<file path="config.mk">
export PLATFORM = sky130hd
export DESIGN_NAME = quadrature_decoder
export DESIGN_NICKNAME = d
export VERILOG_FILES = /design/src/rtl/quadrature_decoder.sv
export SDC_FILE = /design/constraint.sdc
export NUM_CORES = 1
export LEC_CHECK = 0
export ABC_AREA = 1
export CAP_MARGIN = 20
export CELL_PAD_IN_SITES_DETAIL_PLACEMENT = 1
export CELL_PAD_IN_SITES_GLOBAL_PLACEMENT = 2
export CORE_MARGIN = 5
export CORE_UTILIZATION = 35
export CTS_BUF_LIST = sky130_fd_sc_hd__clkbuf_16
export DETAILED_ROUTE_END_ITERATION = 12
export PLACE_DENSITY = 0.92
export REMOVE_ABC_BUFFERS = 1
export SLEW_MARGIN = 15
export SYNTH_ARGS = -nofsm -noshare
export SYNTH_HDL_FRONTEND = slang
export SYNTH_SLANG_ARGS = --single-unit
</file>
<file path="constraint.sdc">
create_clock -name clk -period 5.9 [get_ports clk]
set_clock_uncertainty 0.2 [all_clocks]
set_input_delay 0.885 -clock clk [delete_from_list [all_inputs] [get_ports clk]]
set_output_delay 0.885 -clock clk [all_outputs]
set_load 0.01 [all_outputs]
</file>
<file path="src/rtl/quadrature_decoder.sv">
// Quadrature (Gray-coded A/B) decoder: synchronizes both phases, decodes
// legal up/down steps into a wrap-around position count with a step pulse
// and direction, and raises a sticky flag on illegal (two-bit) transitions.
// A short INIT phase after reset lets the synchronizers flush without
// producing spurious steps or errors.
module quadrature_decoder #(
  parameter int WIDTH       = 4,
  parameter int SYNC_STAGES = 2
) (
  input  logic             clk,
  input  logic             rst,
  input  logic             a_in,
  input  logic             b_in,
  input  logic             clr,
  output logic [WIDTH-1:0] cnt,
  output logic             dir,
  output logic             step,
  output logic             err
);

  typedef enum logic {INIT = 1'b0, RUN = 1'b1} state_t;

  localparam logic [WIDTH-1:0] ONE       = WIDTH'(1);
  localparam logic [2:0]       INIT_LAST = 3'(SYNC_STAGES);

  state_t                 state_q;
  state_t                 state_d;
  logic [SYNC_STAGES-1:0] a_sync_p0;
  logic [SYNC_STAGES-1:0] b_sync_p0;
  logic [1:0]             s_p1;
  logic [1:0]             prev_p1;
  logic [1:0]             diff;
  logic [2:0]             init_cnt;
  logic                   init_done;
  logic                   up;
  logic                   down;
  logic                   illegal;

  // Position of a Gray-coded {a,b} pair along the up sequence 00,10,11,01.
  function automatic logic [1:0] gray_pos(input logic [1:0] ab);
    case (ab)
      2'b00:   gray_pos = 2'd0;
      2'b10:   gray_pos = 2'd1;
      2'b11:   gray_pos = 2'd2;
      default: gray_pos = 2'd3;
    endcase
  endfunction

  // Stage 0: per-phase synchronizer chains, new sample shifts in at bit 0.
  always_ff @(posedge clk or negedge rst) begin
    if (!rst) begin
      a_sync_p0 <= '0;
      b_sync_p0 <= '0;
    end else begin
      a_sync_p0 <= {a_sync_p0[SYNC_STAGES-2:0], a_in};
      b_sync_p0 <= {b_sync_p0[SYNC_STAGES-2:0], b_in};
    end
  end

  assign s_p1      = {a_sync_p0[SYNC_STAGES-1], b_sync_p0[SYNC_STAGES-1]};
  assign init_done = (init_cnt == INIT_LAST);

  // Stage 1: previous decoded state, tracked in both INIT and RUN.
  always_ff @(posedge clk or negedge rst) begin
    if (!rst) prev_p1 <= 2'b00;
    else      prev_p1 <= s_p1;
  end

  // FSM state register.
  always_ff @(posedge clk or negedge rst) begin
    if (!rst) state_q <= INIT;
    else      state_q <= state_d;
  end

  // INIT length counter; holds once the flush period has elapsed.
  always_ff @(posedge clk or negedge rst) begin
    if (!rst)                               init_cnt <= '0;
    else if (state_q == INIT && !init_done) init_cnt <= init_cnt + 3'd1;
  end

  // Next state and transition decode; decode is suppressed during INIT.
  always_comb begin
    state_d = state_q;
    up      = 1'b0;
    down    = 1'b0;
    illegal = 1'b0;
    diff    = gray_pos(s_p1) - gray_pos(prev_p1);
    case (state_q)
      INIT: begin
        if (init_done) state_d = RUN;
      end
      default: begin
        up      = (diff == 2'd1);
        down    = (diff == 2'd3);
        illegal = (diff == 2'd2);
      end
    endcase
  end

  // Stage 2: registered outputs; clr overrides count and error updates.
  always_ff @(posedge clk or negedge rst) begin
    if (!rst) begin
      cnt  <= '0;
      dir  <= 1'b0;
      step <= 1'b0;
      err  <= 1'b0;
    end else begin
      step <= up | down;
      if (up)        dir <= 1'b1;
      else if (down) dir <= 1'b0;
      if (clr)       cnt <= '0;
      else if (up)   cnt <= cnt + ONE;
      else if (down) cnt <= cnt - ONE;
      if (clr)          err <= 1'b0;
      else if (illegal) err <= 1'b1;
    end
  end

endmodule

</file>
# Word-level counts from Yosys, hierarchy flattened
# Cells that the tools add are included.
[op_classes]
add_sub_neg = 4
n_reduce_logical = 7
bitwise_logic = 2
n_eq_ne = 8
n_mux = 14
[ops]
columns = ["operator", "count"]
rows = [
  ["$eq 2x2->1 const B", 6],
  ["$mux 4", 3],
  ["$pmux 2 s3", 2],
  ["$mux 1", 9],
  ["$add 4x1->4 const B", 1],
  ["$logic_not 2->1", 2],
  ["$reduce_bool 2->1", 2],
  ["$sub 4x1->4 const B", 1],
  ["$add 3x1->3 const B", 1],
  ["$eq 3x2->1 const B", 1],
  ["$reduce_bool 3->1", 1],
  ["$eq 2x1->1 const B", 1],
  ["$sub 2x2->2", 1],
  ["$logic_and 1x1->1", 1],
  ["$logic_not 1->1", 1],
  ["$not 1->1", 1],
  ["$or 1x1->1", 1],
]
[totals]
elab_cells = 44
out_inout_bits = 7
register_bits = 17
inputBits = 5

# Logic depth before layout (Yosys ltp)
[depth]
word_depth = 8
mapped_depth = 17
ltp_nobuf = 17

# Least setup slack after synthesis
# No wires, ideal clock.
[synth_timing]
path_type = "register to register"
start = "register a_sync_p0[1]"
end = "register cnt[3]"
t_required_ps = 5583
synth_period_minus_slack_ps = 2387
arrival_time_ps = 2070
stages_incl_launch_ff = 14
path_slack_ps = 3513
n_path_buf = 0
setup_ps = 117
cell_sequence = "dfrtp_1 > inv_1 > ha_1 > ha_1 > nor2_8 > nand3_2 > ha_1 > nand3_1 > nand3_1 > nand2_1 > nand2_1 > nand3_1 > nand2_1 > nor2_1"
[synth_via]
elab_chain_len = 7
word_cells_on_any_way = 12
classes_between = "add/sub: 1; eq/ne: 4; mux: 5; reduce/logical: 2"
[synth_lines]
columns = ["element", "line_no", "source"]
rows = [
  ["start, declared", "28", "logic [SYNC_STAGES-1:0] a_sync_p0;"],
  ["start signal, assigned", "55", "a_sync_p0 <= {a_sync_p0[SYNC_STAGES-2:0], a_in};"],
  ["$eq 2x2->1 / $logic_not 2->1 (equally long branches)", "41", "case (ab)"],
  ["$pmux 2 s3 (*)", "41", ""],
  ["$sub 2x2->2 (*)", "87", "diff = gray_pos(s_p1) - gray_pos(prev_p1);"],
  ["$eq 2x1->1", "93", "up = (diff == 2'd1);"],
  ["$mux 1", "88", "case (state_q)"],
  ["$mux 4", "112", "else if (up) cnt <= cnt + ONE;"],
  ["$mux 4", "111", "if (clr) cnt <= '0;"],
  ["end signal, assigned", "112", ""],
  ["end signal, assigned", "113", "else if (down) cnt <= cnt - ONE;"],
  ["end, declared", "15", "output logic [WIDTH-1:0] cnt,"],
]
# Every way passes the cells marked *; elsewhere a longest branch is shown, timed or not.
# A chain may end at the register's enable or synchronous reset.

# Final worst setup path
# Ends and elaborated chain as after synthesis.

==> impl_metrics.py <==
metrics = {
    "power": {
        "worst_ir_drop_vdd_mv": 0.206,
        "p_int_mw": 0.271,
        "swShare_pct": 29.5,
        "power_mw": 0.384,
        "switching_power_mw": 0.113,
        "clkPwrFrac_pct": 35.0,
        "p_leak_nw": 0.532,
        "powerDensity_nw_per_um2": 363,
        "pwr-share-comb_pct": 28.4,
        "seqPwrFrac_pct": 36.6,
    },
    "layout": {
        "final_nets": 113,
        "syn2layout_area_growth_pct": 27.0,
        "n_antenna_cell": 0,
        "layout_commonest_cell": "dfrtp_1",
        "drive_gt1_share_pct": 10.3,
        "final_cell_mix": "17 x dfrtp_1, 15 x inv_1, 11 x nand2_1, 11 x clkdlybuf4s50_1, 9 x ha_1",
        "final_cells": 125,
    },
    "timing": {
        "max_freq_ghz": 0.382,
        "tns_ns": 0,
        "final_max_slew_viol_count": 0,
        "finalHoldViolations": 0,
        "rsz0062_at_grt": "false",
        "setup_viol": 0,
        "fin_crit_ns": 2.62,
        "fin_crit_sh_pct": 44.4,
        "slew-limit-headroom_pct": 49.1,
        "tightest_slew_ns": 0.761,
    },
    "worst_setup_path": {
        "critPathKind": "reg2reg",
        "cp_data_required_time_ns": 5.88,
        "arrival_ns": 2.59,
        "path_max_fanout": 8,
        "start_kind": "register",
        "critPathCaptureType": "register",
    },
    "floorplan": {
        "core_area_um2": 2230,
        "die_w_um": 58.8,
        "die-area_um2": 3460,
        "start_util_pct": 37.3,
        "ios": 12,
        "rows": 17,
        "die_h_um": 58.8,
    },
    "cts": {
        "clkSinkCount": 17,
        "cts_max_path_buffers": 2,
        "cts.clk_slew.worst_paths_ns": 0.05,
        "cts_hold_buf": 0,
        "cts_setup_buffers": 0,
        "numCtsBuffers": 3,
        "htree_levels": 1,
        "cts-resized-gates": 0,
        "cts_tree": "built",
        "clock_latency_ns": 0.25,
        "cts-root-buf": "clkbuf_16",
    },
    "status": {
        "outcome": "completed",
    },
    "routing": {
        "via_per_inst": 4.63,
        "drtAntennaViolNets": 0,
        "wire_per_inst_um": 13.5,
        "via_count": 579,
        "drt-initial-drc-count": 8,
        "drtPass1Iterations": 2,
        "drc": 0,
        "wl_mm": 1.69,
    },
    "logic_synthesis": {
        "ys_warn_count": 0,
        "syn-cell-area_um2": 833,
        "synth_top_family_by_area": "adder cells",
        "synth_fa_ha_area_share_pct": 15.9,
        "syn_area_per_cell_um2": 10.2,
        "seq_area_frac_synth_pct": 51.1,
        "synth_mux_area_share_pct": 0,
        "synth-simple-area-share_pct": 15.0,
        "synth-xor-area-share_pct": 3.15,
        "synth_seq_cells": 17,
        "synth_compound_area_share_pct": 7.21,
        "ys_types": 18,
        "synthCells": 82,
    },
    "placement": {
        "dp_cells": 121,
        "port_buffers": 11,
        "gp_congestion": 0.745,
        "hpwl_mm": 1.28,
    },
    "global_routing": {
        "grt_usage_pct": 11.8,
        "grt_pass1_vias": 650,
        "grt_max_degree": 18,
        "grt_pass1_wl_mm": 2.99,
        "antenna_found_initial": 0,
        "grt_overflow": 0,
    },
    "hold_path": {
        "hold_class": "reg2reg",
    },
    "flow_run": {
        "drv_cap": 0,
    },
}
==> layer usage <==
layer  track usage [%]  share of wire [%]  vias up
li1                  -                  -      288
met1              13.6                 41      282
met2              20.2                 54        5
met3              2.63                3.3        4
met4              5.83                1.7        0
met5                 0                  0        -
==> critical path, cell delays in order, from the launching register on <==
cell,delay (ns)
dfrtp_1,0.37
inv_1,0.06
ha_1,0.29
ha_1,0.38
nor2_8,0.19
nand3_2,0.14
ha_1,0.34
nand3_1,0.12
nand3_1,0.07
nand2_1,0.06
nand2_1,0.08
nand3_1,0.09
nand2_1,0.05
nor2_1,0.10
==> sequential cells by signal (all words and copies together) (netlist names) <==
| register | flops |
|---|---|
| err | 1 |
| init_cnt | 3 |
| prev_p1 | 2 |
| step | 1 |
| cnt | 4 |
| b_sync_p0 | 2 |
| a_sync_p0 | 2 |
| state_q | 1 |
| dir | 1 |
==> synthesized netlist by cell type <==
cell / n / area share (%)
nor2_1: 6 / 2.7
inv_2: 2 / 0.90
o21ai_1: 2 / 1.2
nand4_1: 1 / 0.75
a21oi_1: 3 / 1.8
o21ai_2: 1 / 1.1
fa_1: 1 / 2.4
nor2_8: 1 / 2.4
nand3_2: 1 / 1.2
ha_1: 9 / 14
a21oi_2: 1 / 1.1
xor2_1: 3 / 3.2
a211oi_1: 1 / 0.90
o21ai_0: 2 / 1.2
nand3_1: 5 / 3.0
dfrtp_1: 17 / 51
inv_1: 15 / 6.8
nand2_1: 11 / 5.0
==> path summary, 6_finish.rpt <==
kind,from,end,slack [ns],cells after the start
setup / recovery,a_sync_p0[1]$_DFF_PN0_,cnt[3]$_DFFE_PN0P_,3.28,13
hold / removal,a_sync_p0[0]$_DFF_PN0_,a_sync_p0[1]$_DFF_PN0_,0.15,0
setup reg to reg,a_sync_p0[1]$_DFF_PN0_,cnt[3]$_DFFE_PN0P_,3.28,13
hold reg to reg,a_sync_p0[0]$_DFF_PN0_,a_sync_p0[1]$_DFF_PN0_,0.15,0
max in group asynchronous,rst,cnt[0]$_DFFE_PN0P_,4.14,1
min in group asynchronous,rst,b_sync_p0[0]$_DFF_PN0_,0.89,1
==> cell type report <==
| type | instances | area, um^2 |
|---|---|---|
| Tap cell | 28 | 35.0 |
| Timing Repair Buffer | 11 | 110 |
| Multi-Input combinational cell | 48 | 344 |
| Fill cell | 262 | 1170 |
| Inverter | 17 | 63.8 |
| Clock inverter | 1 | 5.00 |
| Clock buffer | 3 | 75.1 |
| Sequential cell | 17 | 425 |
==> through the flow <==
stage,util [%],worst slack (ns),area (um^2),hold slack [ns]
2_1_floorplan,-,3.51,833,0.131
3_3_place_gp,43.8,3.38,978,0.132
3_5_place_dp,43.8,3.30,978,0.136
4_1_cts,47.4,3.26,1060,0.148
5_1_grt,47.4,3.08,1060,0.166
6_report,47.4,3.28,1060,0.148
==> power groups by stage <==
stage	logic [mW]	registers (mW)	clock network, mW
5_1_grt	0.123	0.142	0.145
6_report	0.109	0.141	0.135
4_1_cts	0.112	0.141	0.138
2_1_floorplan	0.0568	0.146	0
3_5_place_dp	0.110	0.142	0
3_3_place_gp	0.104	0.142	0
==> logic make-up (layout without fill, tap and decap cells) <==
| kind of cell | after synthesis | after routing |
|---|---|---|
| AND/OR/NAND/NOR | 25 | 25 |
| buffers and inverters | 17 | 32 |
| adder cells (fa/ha/maj) | 10 | 10 |
| XOR/XNOR | 3 | 3 |
| AO/OA/AOI/OAI | 10 | 10 |
| flip-flops | 17 | 17 |
No activity file was read; power rests on OpenSTA's default activity.
